**src/rtl/issue_pkg.sv**
```systemverilog
// rtl/issue_pkg.sv - shared types and constants for the issue stage
package issue_pkg;

  localparam int ISS_CTRL_W = 31;

  localparam logic [5:0] FUNCT_SLL = 6'h00;
  localparam logic [5:0] FUNCT_SRL = 6'h02;
  localparam logic [5:0] FUNCT_SRA = 6'h03;

  // Field order is the iss_ex_ctrl bit layout, MSB first.
  typedef struct packed {
    logic       selalushift;
    logic       selimregb;
    logic [2:0] aluop;
    logic       unsig;
    logic [1:0] shiftop;
    logic       readmem;
    logic       writemem;
    logic       selwsource;
    logic       writereg;
    logic       writeov;
    logic       selregdest;
    logic [4:0] regdest;
    logic [5:0] op;
    logic [5:0] funct;
  } iss_ctrl_t;

  // Immediate shifts take their shift amount from the bundle, not from rs.
  function automatic logic uses_rs(input iss_ctrl_t c);
    return !(c.selalushift && c.op == 6'd0 && c.funct[5:2] == 4'd0);
  endfunction

  function automatic logic uses_rt(input iss_ctrl_t c);
    return !c.selimregb || c.writemem;
  endfunction

endpackage

```
**src/rtl/issue_stage_if.sv**
```systemverilog
// rtl/issue_stage_if.sv - decode, writeback and dispatch signals around the issue stage
interface issue_stage_if #(
  parameter int DATA_W = 32,
  parameter int NREG   = 32
);
  import issue_pkg::*;

  logic              id_iss_selalushift, id_iss_selimregb, id_iss_unsig;
  logic              id_iss_readmem, id_iss_writemem, id_iss_selwsource;
  logic              id_iss_writereg, id_iss_writeov, id_iss_selregdest;
  logic [2:0]        id_iss_aluop;
  logic [1:0]        id_iss_shiftop;
  logic [4:0]        id_iss_regdest, id_iss_addra, id_iss_addrb;
  logic [5:0]        id_iss_op, id_iss_funct;
  logic [DATA_W-1:0] id_iss_imedext, id_iss_dataa, id_iss_datab;
  logic              iss_stall;

  logic              wb_iss_writereg;
  logic [4:0]        wb_iss_regdest;
  logic [DATA_W-1:0] wb_iss_data;

  logic              alu_iss_ready, mem_iss_ready;
  logic              iss_alu_valid, iss_mem_valid;
  logic [DATA_W-1:0] iss_ex_dataa, iss_ex_datab, iss_ex_imedext;
  logic [ISS_CTRL_W-1:0] iss_ex_ctrl;

  modport master (
    output id_iss_selalushift, id_iss_selimregb, id_iss_unsig, id_iss_readmem,
           id_iss_writemem, id_iss_selwsource, id_iss_writereg, id_iss_writeov,
           id_iss_selregdest, id_iss_aluop, id_iss_shiftop, id_iss_regdest,
           id_iss_addra, id_iss_addrb, id_iss_op, id_iss_funct, id_iss_imedext,
           id_iss_dataa, id_iss_datab, wb_iss_writereg, wb_iss_regdest,
           wb_iss_data, alu_iss_ready, mem_iss_ready,
    input  iss_stall, iss_alu_valid, iss_mem_valid, iss_ex_dataa,
           iss_ex_datab, iss_ex_imedext, iss_ex_ctrl
  );

  modport slave (
    input  id_iss_selalushift, id_iss_selimregb, id_iss_unsig, id_iss_readmem,
           id_iss_writemem, id_iss_selwsource, id_iss_writereg, id_iss_writeov,
           id_iss_selregdest, id_iss_aluop, id_iss_shiftop, id_iss_regdest,
           id_iss_addra, id_iss_addrb, id_iss_op, id_iss_funct, id_iss_imedext,
           id_iss_dataa, id_iss_datab, wb_iss_writereg, wb_iss_regdest,
           wb_iss_data, alu_iss_ready, mem_iss_ready,
    output iss_stall, iss_alu_valid, iss_mem_valid, iss_ex_dataa,
           iss_ex_datab, iss_ex_imedext, iss_ex_ctrl
  );

endinterface

```
**src/rtl/issue_scoreboard.sv**
```systemverilog
// rtl/issue_scoreboard.sv - per-register pending bits for in-flight destinations
module issue_scoreboard #(
  parameter int NREG = 32,
  parameter int AW   = $clog2(NREG)
) (
  input  logic          clock,
  input  logic          reset,
  input  logic          set_en,
  input  logic [AW-1:0] set_addr,
  input  logic          clr_en,
  input  logic [AW-1:0] clr_addr,
  input  logic [AW-1:0] rd_addr_a,
  input  logic [AW-1:0] rd_addr_b,
  input  logic [AW-1:0] rd_addr_d,
  output logic          pend_a,
  output logic          pend_b,
  output logic          pend_d
);

  logic [NREG-1:0] pend;

  // The set is written last so a same-cycle set and clear leaves the bit set.
  always_ff @(posedge clock) begin
    if (reset) begin
      pend <= '0;
    end else begin
      if (clr_en && clr_addr != '0) pend[clr_addr] <= 1'b0;
      if (set_en && set_addr != '0) pend[set_addr] <= 1'b1;
    end
  end

  assign pend_a = pend[rd_addr_a];
  assign pend_b = pend[rd_addr_b];
  assign pend_d = pend[rd_addr_d];

endmodule

```
**src/rtl/issue_stage.sv**
```systemverilog
// rtl/issue_stage.sv - single-entry in-order issue with scoreboard and writeback refresh
module issue_stage
  import issue_pkg::*;
#(
  parameter int DATA_W = 32,
  parameter int NREG   = 32
) (
  input logic          clock,
  input logic          reset,
  issue_stage_if.slave bus
);

  iss_ctrl_t         in_ctrl, h_ctrl;
  logic              h_v;
  logic [4:0]        h_addra, h_addrb;
  logic [DATA_W-1:0] h_dataa, h_datab, h_imed;
  logic              pend_a, pend_b, pend_d;
  logic              wb_hit_a, wb_hit_b, in_hit_a, in_hit_b;
  logic              src_ok_a, src_ok_b, dest_ok, is_mem, tgt_rdy, fire, stall;

  function automatic logic wb_hit(input logic we, input logic [4:0] wr, input logic [4:0] a);
    return we && wr == a && a != 5'd0;
  endfunction

  assign in_ctrl = '{
    selalushift: bus.id_iss_selalushift, selimregb: bus.id_iss_selimregb,
    aluop: bus.id_iss_aluop, unsig: bus.id_iss_unsig, shiftop: bus.id_iss_shiftop,
    readmem: bus.id_iss_readmem, writemem: bus.id_iss_writemem,
    selwsource: bus.id_iss_selwsource, writereg: bus.id_iss_writereg,
    writeov: bus.id_iss_writeov, selregdest: bus.id_iss_selregdest,
    regdest: bus.id_iss_regdest, op: bus.id_iss_op, funct: bus.id_iss_funct
  };

  assign wb_hit_a = wb_hit(bus.wb_iss_writereg, bus.wb_iss_regdest, h_addra);
  assign wb_hit_b = wb_hit(bus.wb_iss_writereg, bus.wb_iss_regdest, h_addrb);
  assign in_hit_a = wb_hit(bus.wb_iss_writereg, bus.wb_iss_regdest, bus.id_iss_addra);
  assign in_hit_b = wb_hit(bus.wb_iss_writereg, bus.wb_iss_regdest, bus.id_iss_addrb);

  assign src_ok_a = !uses_rs(h_ctrl) || !pend_a || wb_hit_a;
  assign src_ok_b = !uses_rt(h_ctrl) || !pend_b || wb_hit_b;
  assign dest_ok  = !h_ctrl.writereg || !pend_d;
  assign is_mem   = h_ctrl.readmem || h_ctrl.writemem;
  assign tgt_rdy  = is_mem ? bus.mem_iss_ready : bus.alu_iss_ready;
  assign fire     = h_v && src_ok_a && src_ok_b && dest_ok && tgt_rdy;
  assign stall    = h_v && !fire;

  // Decode's operands were read before this cycle's writeback landed in the
  // register file, so a matching writeback is forwarded on load as well.
  always_ff @(posedge clock) begin
    if (reset) begin
      h_v     <= 1'b0;
      h_ctrl  <= '0;
      h_addra <= '0;
      h_addrb <= '0;
      h_dataa <= '0;
      h_datab <= '0;
      h_imed  <= '0;
    end else if (!stall) begin
      h_v     <= bus.id_iss_writereg || bus.id_iss_readmem || bus.id_iss_writemem;
      h_ctrl  <= in_ctrl;
      h_addra <= bus.id_iss_addra;
      h_addrb <= bus.id_iss_addrb;
      h_dataa <= in_hit_a ? bus.wb_iss_data : bus.id_iss_dataa;
      h_datab <= in_hit_b ? bus.wb_iss_data : bus.id_iss_datab;
      h_imed  <= bus.id_iss_imedext;
    end else begin
      if (wb_hit_a) h_dataa <= bus.wb_iss_data;
      if (wb_hit_b) h_datab <= bus.wb_iss_data;
    end
  end

  issue_scoreboard #(.NREG(NREG)) u_sb (
    .clock     (clock),
    .reset     (reset),
    .set_en    (fire && h_ctrl.writereg),
    .set_addr  (h_ctrl.regdest),
    .clr_en    (bus.wb_iss_writereg),
    .clr_addr  (bus.wb_iss_regdest),
    .rd_addr_a (h_addra),
    .rd_addr_b (h_addrb),
    .rd_addr_d (h_ctrl.regdest),
    .pend_a    (pend_a),
    .pend_b    (pend_b),
    .pend_d    (pend_d)
  );

  assign bus.iss_stall      = stall;
  assign bus.iss_alu_valid  = fire && !is_mem;
  assign bus.iss_mem_valid  = fire && is_mem;
  assign bus.iss_ex_dataa   = wb_hit_a ? bus.wb_iss_data : h_dataa;
  assign bus.iss_ex_datab   = wb_hit_b ? bus.wb_iss_data : h_datab;
  assign bus.iss_ex_imedext = h_imed;
  assign bus.iss_ex_ctrl    = h_ctrl;

endmodule

```
**src/flat_wrapper.sv**
```systemverilog
// flat-port wrapper written by rule: the top's interface ports become plain ports
module issue_stage_flat import issue_pkg::*;
#(
  parameter int DATA_W = 32,
  parameter int NREG   = 32
)
  (clock, reset, bus_id_iss_selalushift, bus_id_iss_selimregb, bus_id_iss_unsig, bus_id_iss_readmem, bus_id_iss_writemem, bus_id_iss_selwsource, bus_id_iss_writereg, bus_id_iss_writeov, bus_id_iss_selregdest, bus_id_iss_aluop, bus_id_iss_shiftop, bus_id_iss_regdest, bus_id_iss_addra, bus_id_iss_addrb, bus_id_iss_op, bus_id_iss_funct, bus_id_iss_imedext, bus_id_iss_dataa, bus_id_iss_datab, bus_wb_iss_writereg, bus_wb_iss_regdest, bus_wb_iss_data, bus_alu_iss_ready, bus_mem_iss_ready, bus_iss_stall, bus_iss_alu_valid, bus_iss_mem_valid, bus_iss_ex_dataa, bus_iss_ex_datab, bus_iss_ex_imedext, bus_iss_ex_ctrl);
  issue_stage_if #(.DATA_W(DATA_W), .NREG(NREG)) bus_i ();
  input logic clock;
  input logic reset;
  input wire logic [$bits(bus_i.id_iss_selalushift)-1:0] bus_id_iss_selalushift;
  input wire logic [$bits(bus_i.id_iss_selimregb)-1:0] bus_id_iss_selimregb;
  input wire logic [$bits(bus_i.id_iss_unsig)-1:0] bus_id_iss_unsig;
  input wire logic [$bits(bus_i.id_iss_readmem)-1:0] bus_id_iss_readmem;
  input wire logic [$bits(bus_i.id_iss_writemem)-1:0] bus_id_iss_writemem;
  input wire logic [$bits(bus_i.id_iss_selwsource)-1:0] bus_id_iss_selwsource;
  input wire logic [$bits(bus_i.id_iss_writereg)-1:0] bus_id_iss_writereg;
  input wire logic [$bits(bus_i.id_iss_writeov)-1:0] bus_id_iss_writeov;
  input wire logic [$bits(bus_i.id_iss_selregdest)-1:0] bus_id_iss_selregdest;
  input wire logic [$bits(bus_i.id_iss_aluop)-1:0] bus_id_iss_aluop;
  input wire logic [$bits(bus_i.id_iss_shiftop)-1:0] bus_id_iss_shiftop;
  input wire logic [$bits(bus_i.id_iss_regdest)-1:0] bus_id_iss_regdest;
  input wire logic [$bits(bus_i.id_iss_addra)-1:0] bus_id_iss_addra;
  input wire logic [$bits(bus_i.id_iss_addrb)-1:0] bus_id_iss_addrb;
  input wire logic [$bits(bus_i.id_iss_op)-1:0] bus_id_iss_op;
  input wire logic [$bits(bus_i.id_iss_funct)-1:0] bus_id_iss_funct;
  input wire logic [$bits(bus_i.id_iss_imedext)-1:0] bus_id_iss_imedext;
  input wire logic [$bits(bus_i.id_iss_dataa)-1:0] bus_id_iss_dataa;
  input wire logic [$bits(bus_i.id_iss_datab)-1:0] bus_id_iss_datab;
  input wire logic [$bits(bus_i.wb_iss_writereg)-1:0] bus_wb_iss_writereg;
  input wire logic [$bits(bus_i.wb_iss_regdest)-1:0] bus_wb_iss_regdest;
  input wire logic [$bits(bus_i.wb_iss_data)-1:0] bus_wb_iss_data;
  input wire logic [$bits(bus_i.alu_iss_ready)-1:0] bus_alu_iss_ready;
  input wire logic [$bits(bus_i.mem_iss_ready)-1:0] bus_mem_iss_ready;
  output wire logic [$bits(bus_i.iss_stall)-1:0] bus_iss_stall;
  output wire logic [$bits(bus_i.iss_alu_valid)-1:0] bus_iss_alu_valid;
  output wire logic [$bits(bus_i.iss_mem_valid)-1:0] bus_iss_mem_valid;
  output wire logic [$bits(bus_i.iss_ex_dataa)-1:0] bus_iss_ex_dataa;
  output wire logic [$bits(bus_i.iss_ex_datab)-1:0] bus_iss_ex_datab;
  output wire logic [$bits(bus_i.iss_ex_imedext)-1:0] bus_iss_ex_imedext;
  output wire logic [$bits(bus_i.iss_ex_ctrl)-1:0] bus_iss_ex_ctrl;
  assign bus_i.id_iss_selalushift = bus_id_iss_selalushift;
  assign bus_i.id_iss_selimregb = bus_id_iss_selimregb;
  assign bus_i.id_iss_unsig = bus_id_iss_unsig;
  assign bus_i.id_iss_readmem = bus_id_iss_readmem;
  assign bus_i.id_iss_writemem = bus_id_iss_writemem;
  assign bus_i.id_iss_selwsource = bus_id_iss_selwsource;
  assign bus_i.id_iss_writereg = bus_id_iss_writereg;
  assign bus_i.id_iss_writeov = bus_id_iss_writeov;
  assign bus_i.id_iss_selregdest = bus_id_iss_selregdest;
  assign bus_i.id_iss_aluop = bus_id_iss_aluop;
  assign bus_i.id_iss_shiftop = bus_id_iss_shiftop;
  assign bus_i.id_iss_regdest = bus_id_iss_regdest;
  assign bus_i.id_iss_addra = bus_id_iss_addra;
  assign bus_i.id_iss_addrb = bus_id_iss_addrb;
  assign bus_i.id_iss_op = bus_id_iss_op;
  assign bus_i.id_iss_funct = bus_id_iss_funct;
  assign bus_i.id_iss_imedext = bus_id_iss_imedext;
  assign bus_i.id_iss_dataa = bus_id_iss_dataa;
  assign bus_i.id_iss_datab = bus_id_iss_datab;
  assign bus_i.wb_iss_writereg = bus_wb_iss_writereg;
  assign bus_i.wb_iss_regdest = bus_wb_iss_regdest;
  assign bus_i.wb_iss_data = bus_wb_iss_data;
  assign bus_i.alu_iss_ready = bus_alu_iss_ready;
  assign bus_i.mem_iss_ready = bus_mem_iss_ready;
  assign bus_iss_stall = bus_i.iss_stall;
  assign bus_iss_alu_valid = bus_i.iss_alu_valid;
  assign bus_iss_mem_valid = bus_i.iss_mem_valid;
  assign bus_iss_ex_dataa = bus_i.iss_ex_dataa;
  assign bus_iss_ex_datab = bus_i.iss_ex_datab;
  assign bus_iss_ex_imedext = bus_i.iss_ex_imedext;
  assign bus_iss_ex_ctrl = bus_i.iss_ex_ctrl;
  issue_stage #(.DATA_W(DATA_W), .NREG(NREG)) u_core (.clock(clock), .reset(reset), .bus(bus_i));
endmodule
```
**config.mk**
```make
export PLATFORM = sky130hd
export DESIGN_NAME = issue_stage_flat
export DESIGN_NICKNAME = d
export VERILOG_FILES = /design/src/rtl/issue_pkg.sv /design/src/rtl/issue_stage_if.sv /design/src/rtl/issue_scoreboard.sv /design/src/rtl/issue_stage.sv /design/src/flat_wrapper.sv
export SDC_FILE = /design/constraint.sdc
export NUM_CORES = 1
export LEC_CHECK = 0
export ABC_CLOCK_PERIOD_IN_PS = 3250
export CORE_MARGIN = 10
export CORE_UTILIZATION = 35
export CTS_BUF_LIST = sky130_fd_sc_hd__clkbuf_8
export DETAILED_ROUTE_END_ITERATION = 10
export GPL_TIMING_DRIVEN = 0
export PLACE_DENSITY = 0.7
export SLEW_MARGIN = 10
export SYNTH_ARGS = -nofsm -noshare
export SYNTH_HDL_FRONTEND = slang
export SYNTH_HIERARCHICAL = 1
export SYNTH_SLANG_ARGS = --single-unit
```
**constraint.sdc**
```tcl
create_clock -name clock -period 3.25 [get_ports clock]
set_input_delay 0.4875 -clock clock [delete_from_list [all_inputs] [get_ports clock]]
set_output_delay 0.4875 -clock clock [all_outputs]
set_load 0.1 [all_outputs]
```
==> metrics.md <==
| Metric | Value |
|---|---|
| #FFs+latches synth | `170` |
| First-pass GRT wire length | `72400 µm` |
| Core area | `0.0314 mm²` |
| Synth Instances | `1360` |
| H-tree Lvls | `4` |
| Syn Nets | `1539` |
| Post-synth top area share | `30.8%` |
| Final critical-path share of the clock period | `109%` |
| Clock tree from TritonCTS | `done` |
| Pwr/cell area | `466 mW/mm²` |
| Comb pwr share | `45.9%` |
| Sequential share of the synthesized area | `30.8%` |
| Starting Density | `35.2%` |
| Max VDD drop | `0.470 mV` |
| Initial antenna violation count | `0` |
| Crit. End Element | `output pin` |
| Total gr overflow | `0` |
| Sequential share of power | `33.2%` |
| Pwr Total | `7.14 mW` |
| Worst R2R Path Depth | `14` |
| Worst Path Required | `2.76 ns` |
| Post-DP HPWL | `36900 µm` |
| RSZ-0062 raised after global routing | `true` |
| Clock share of power | `20.9%` |
| Status | `finished, violations left` |
| Setup tns final | `-0.741 ns` |
| Yosys top cell by area | `dfxtp_1` |
| Area Growth Syn to Fin | `38.6%` |
| Clock Latency Late Sink | `0.50 ns` |
| WHS Path Cells | `2` |
| Tmin final | `3.53 ns` |
| F_max | `0.283 GHz` |
| Post-synth cell types | `44` |
| Internal | `3.82 mW` |
| Max-slew violation count | `0` |
| Initial drt markers | `1216` |
| Site row count | `65` |
| Most Frequent Cell on Critical Path | `buf_12` |
| Final Skew | `0.0232 ns` |
| CTS Sinks | `170` |
| Cell Chain, Critical Path | `buf_12 > buf_4 > mux2i_1 > nand2_1 > a311o_1 > nand2_2 > o2111ai_4 > or3_4 > nor3_4 > buf_12` |
| Commonest non-fill, non-tap cell in the layout | `clkdlybuf4s50_1` |
| Slowest CP cell | `or3_4` |
| Ys Warns | `6` |
| Diode count | `0` |
| Tightest hold margin | `0.479 ns` |
| CTS buffer count | `17` |
| DIE HEIGHT | `198 µm` |
| Fin. Hold Viols | `0` |
| HP Class | `flip-flop to flip-flop` |
| Setup slack after layout | `-0.280 ns` |
| Violated checks | `setup timing` |
| Via/cell ratio | `5.84` |
| Largest net degree at the start of global routing | `17` |
| Gr usage total | `23.6%` |
| Leak Pwr | `5.74 nW` |
| Critical path's largest stage delay | `0.45 ns` |
| Clock Tree Buf Depth | `2` |
| GP Congestion | `0.921` |
| DRT antenna net count | `0` |
| Share of cells above drive strength 1 | `15.1%` |
| Crit Path Category | `flip-flop to output pin` |
| Least-Margin Pin Slew | `1.09 ns` |
| Top cells by area, synth | `dfxtp_1 (31%), mux2i_1 (11%), o31ai_1 (8.8%)` |
| Final nets | `1879` |
| Mapped Area | `0.0111 mm²` |
| Via count | `12331` |
| Post-DR wirelength/cell | `22.7 µm` |
| DRC Markers | `0` |
| Number of global-route vias before repair | `12226` |
| Num ports | `309` |
| Die width | `198 µm` |
| Switching Share | `46.4%` |
| WL final | `48000 µm` |
| Sw power | `3.31 mW` |
| Critical path arrival | `3.04 ns` |
| Max-slew headroom | `27.0%` |
| Clock transition at path regs | `0.11 ns` |
| Startpoint Class | `flip-flop` |
| Max_cap viols | `0` |
| CTS root buf | `clkbuf_8` |
| Drt first pass iters | `8` |
| Most frequent cells in the layout | `clkdlybuf4s50_1 (235), a21oi_1 (167), dfxtp_1 (162), nand2b_1 (153), nand4_1 (128)` |
| Synth Area per Inst | `8.13 µm²` |
| Max FO, Critical Path | `7` |
| Setup-failing EPs final | `3` |
| Full die area | `0.0391 mm²` |
| IO Port Bufs | `308` |
logic make-up (layout without fill, tap and decap cells):
kind of cell / Yosys count / after routing / share of synthesized area [%]
simple gates: 482 / 482 / 24.2
flops: 170 / 170 / 30.8
xor+xnor: 16 / 16 / 1.27
mux: 185 / 185 / 17.5
compound gates: 363 / 363 / 20.1
buf+inv: 144 / 495 / 6.18
sequential cells by signal, indices dropped and copies added, names as in the netlist:
register                   count
u_core/bus.iss_ex_ctrl        31
u_core/bus.iss_ex_imedext     32
u_core/h_addrb                 5
u_core/h_datab                32
u_core/h_addra                 5
u_core/h_v                     1
u_core/h_dataa                32
u_core/u_sb/pend              32
worst paths after layout:
check,from,end,slack [ns]
setup / recovery,u_core/bus.iss_ex_ctrl[13],bus_iss_alu_valid,-0.28
hold / removal,u_core/bus.iss_ex_imedext[31],u_core/bus.iss_ex_imedext[31],0.48
setup reg to reg,u_core/bus.iss_ex_ctrl[13],u_core/u_sb/pend[20],0.10
hold reg to reg,u_core/bus.iss_ex_imedext[31],u_core/bus.iss_ex_imedext[31],0.48
cell type report:
class | instances | area [µm²]
well taps | 402 | 503
repair buffers | 327 | 3100
fillers | 3018 | 16100
plain buffers | 135 | 694
multi-input cells | 1046 | 7230
flip-flops and latches | 170 | 3420
clock buffers | 17 | 234
clock inverters | 13 | 121
inverters | 3 | 15.0
cells in the mapped netlist (all sizes together):
cell / instances
dfxtp: 170
a21oi: 169
nand2b: 154
o31ai: 130
nand4: 128
nand2: 124
mux2i: 121
clkbuf: 119
mux2: 64
o21ai: 36
buf: 22
xnor2: 16
nor2: 15
a22oi: 12
nand3: 12
and2: 8
nand3b: 6
nor2b: 6
and3: 4
nor3: 4
nor4: 4
o21a: 4
or2: 4
a211oi: 3
a311o: 3
and2b: 3
inv: 3
nand4b: 3
o311ai: 3
or3: 3
a31oi: 2
or3b: 2
o2111ai: 1
or4: 1
or4b: 1
timing repair:
item	4_1_cts	5_1_grt
pin swaps	8	7
hold endpoints to repair	0	0
hold buffers	0	0
buffers inserted	5	14
gates resized for setup	451	64
endpoints found under the setup margin	166	96
worst max-delay path, delay by kind of cell, from the launching register on:
kind | cells | cell delay [ns]
and+or+nand+nor | 4 | 0.82
AOI/OAI and AO/OA | 2 | 0.54
buffers and inverters | 3 | 0.49
DFF | 1 | 0.41
muxes | 1 | 0.27
power by group through the flow:
stage / registers [mW] / clock network [mW] / logic (mW)
global placement: 2.40 / 0 / 3.15
finish: 2.37 / 1.49 / 3.27
detailed placement: 2.41 / 0 / 3.17
CTS: 2.37 / 1.52 / 3.19
global route: 2.39 / 1.59 / 3.40
floorplan: 2.91 / 0 / 1.67
through the flow:
stage | utilization (%) | setup slack, ns | instances | area [µm²]
after floorplan | - | -0.104 | 1360 | 11100
after global placement | 46.8 | -1.65 | 2070 | 14700
after detailed placement | 46.8 | -1.72 | 2070 | 14700
after CTS | 48.1 | -0.312 | 2100 | 15100
after global routing | 48.8 | -0.355 | 2113 | 15300
final | 48.8 | -0.280 | 2113 | 15300
per-layer routing:
metal / up-vias / GRT usage [%] / wire length (µm)
met5: - / 0 / 0
met4: 0 / 8.88 / 1460
met3: 99 / 6.52 / 4570
met1: 5898 / 28.7 / 19200
met2: 634 / 38.9 / 22700
li1: 5700 / - / -
Power figures use the tool's default switching activity.
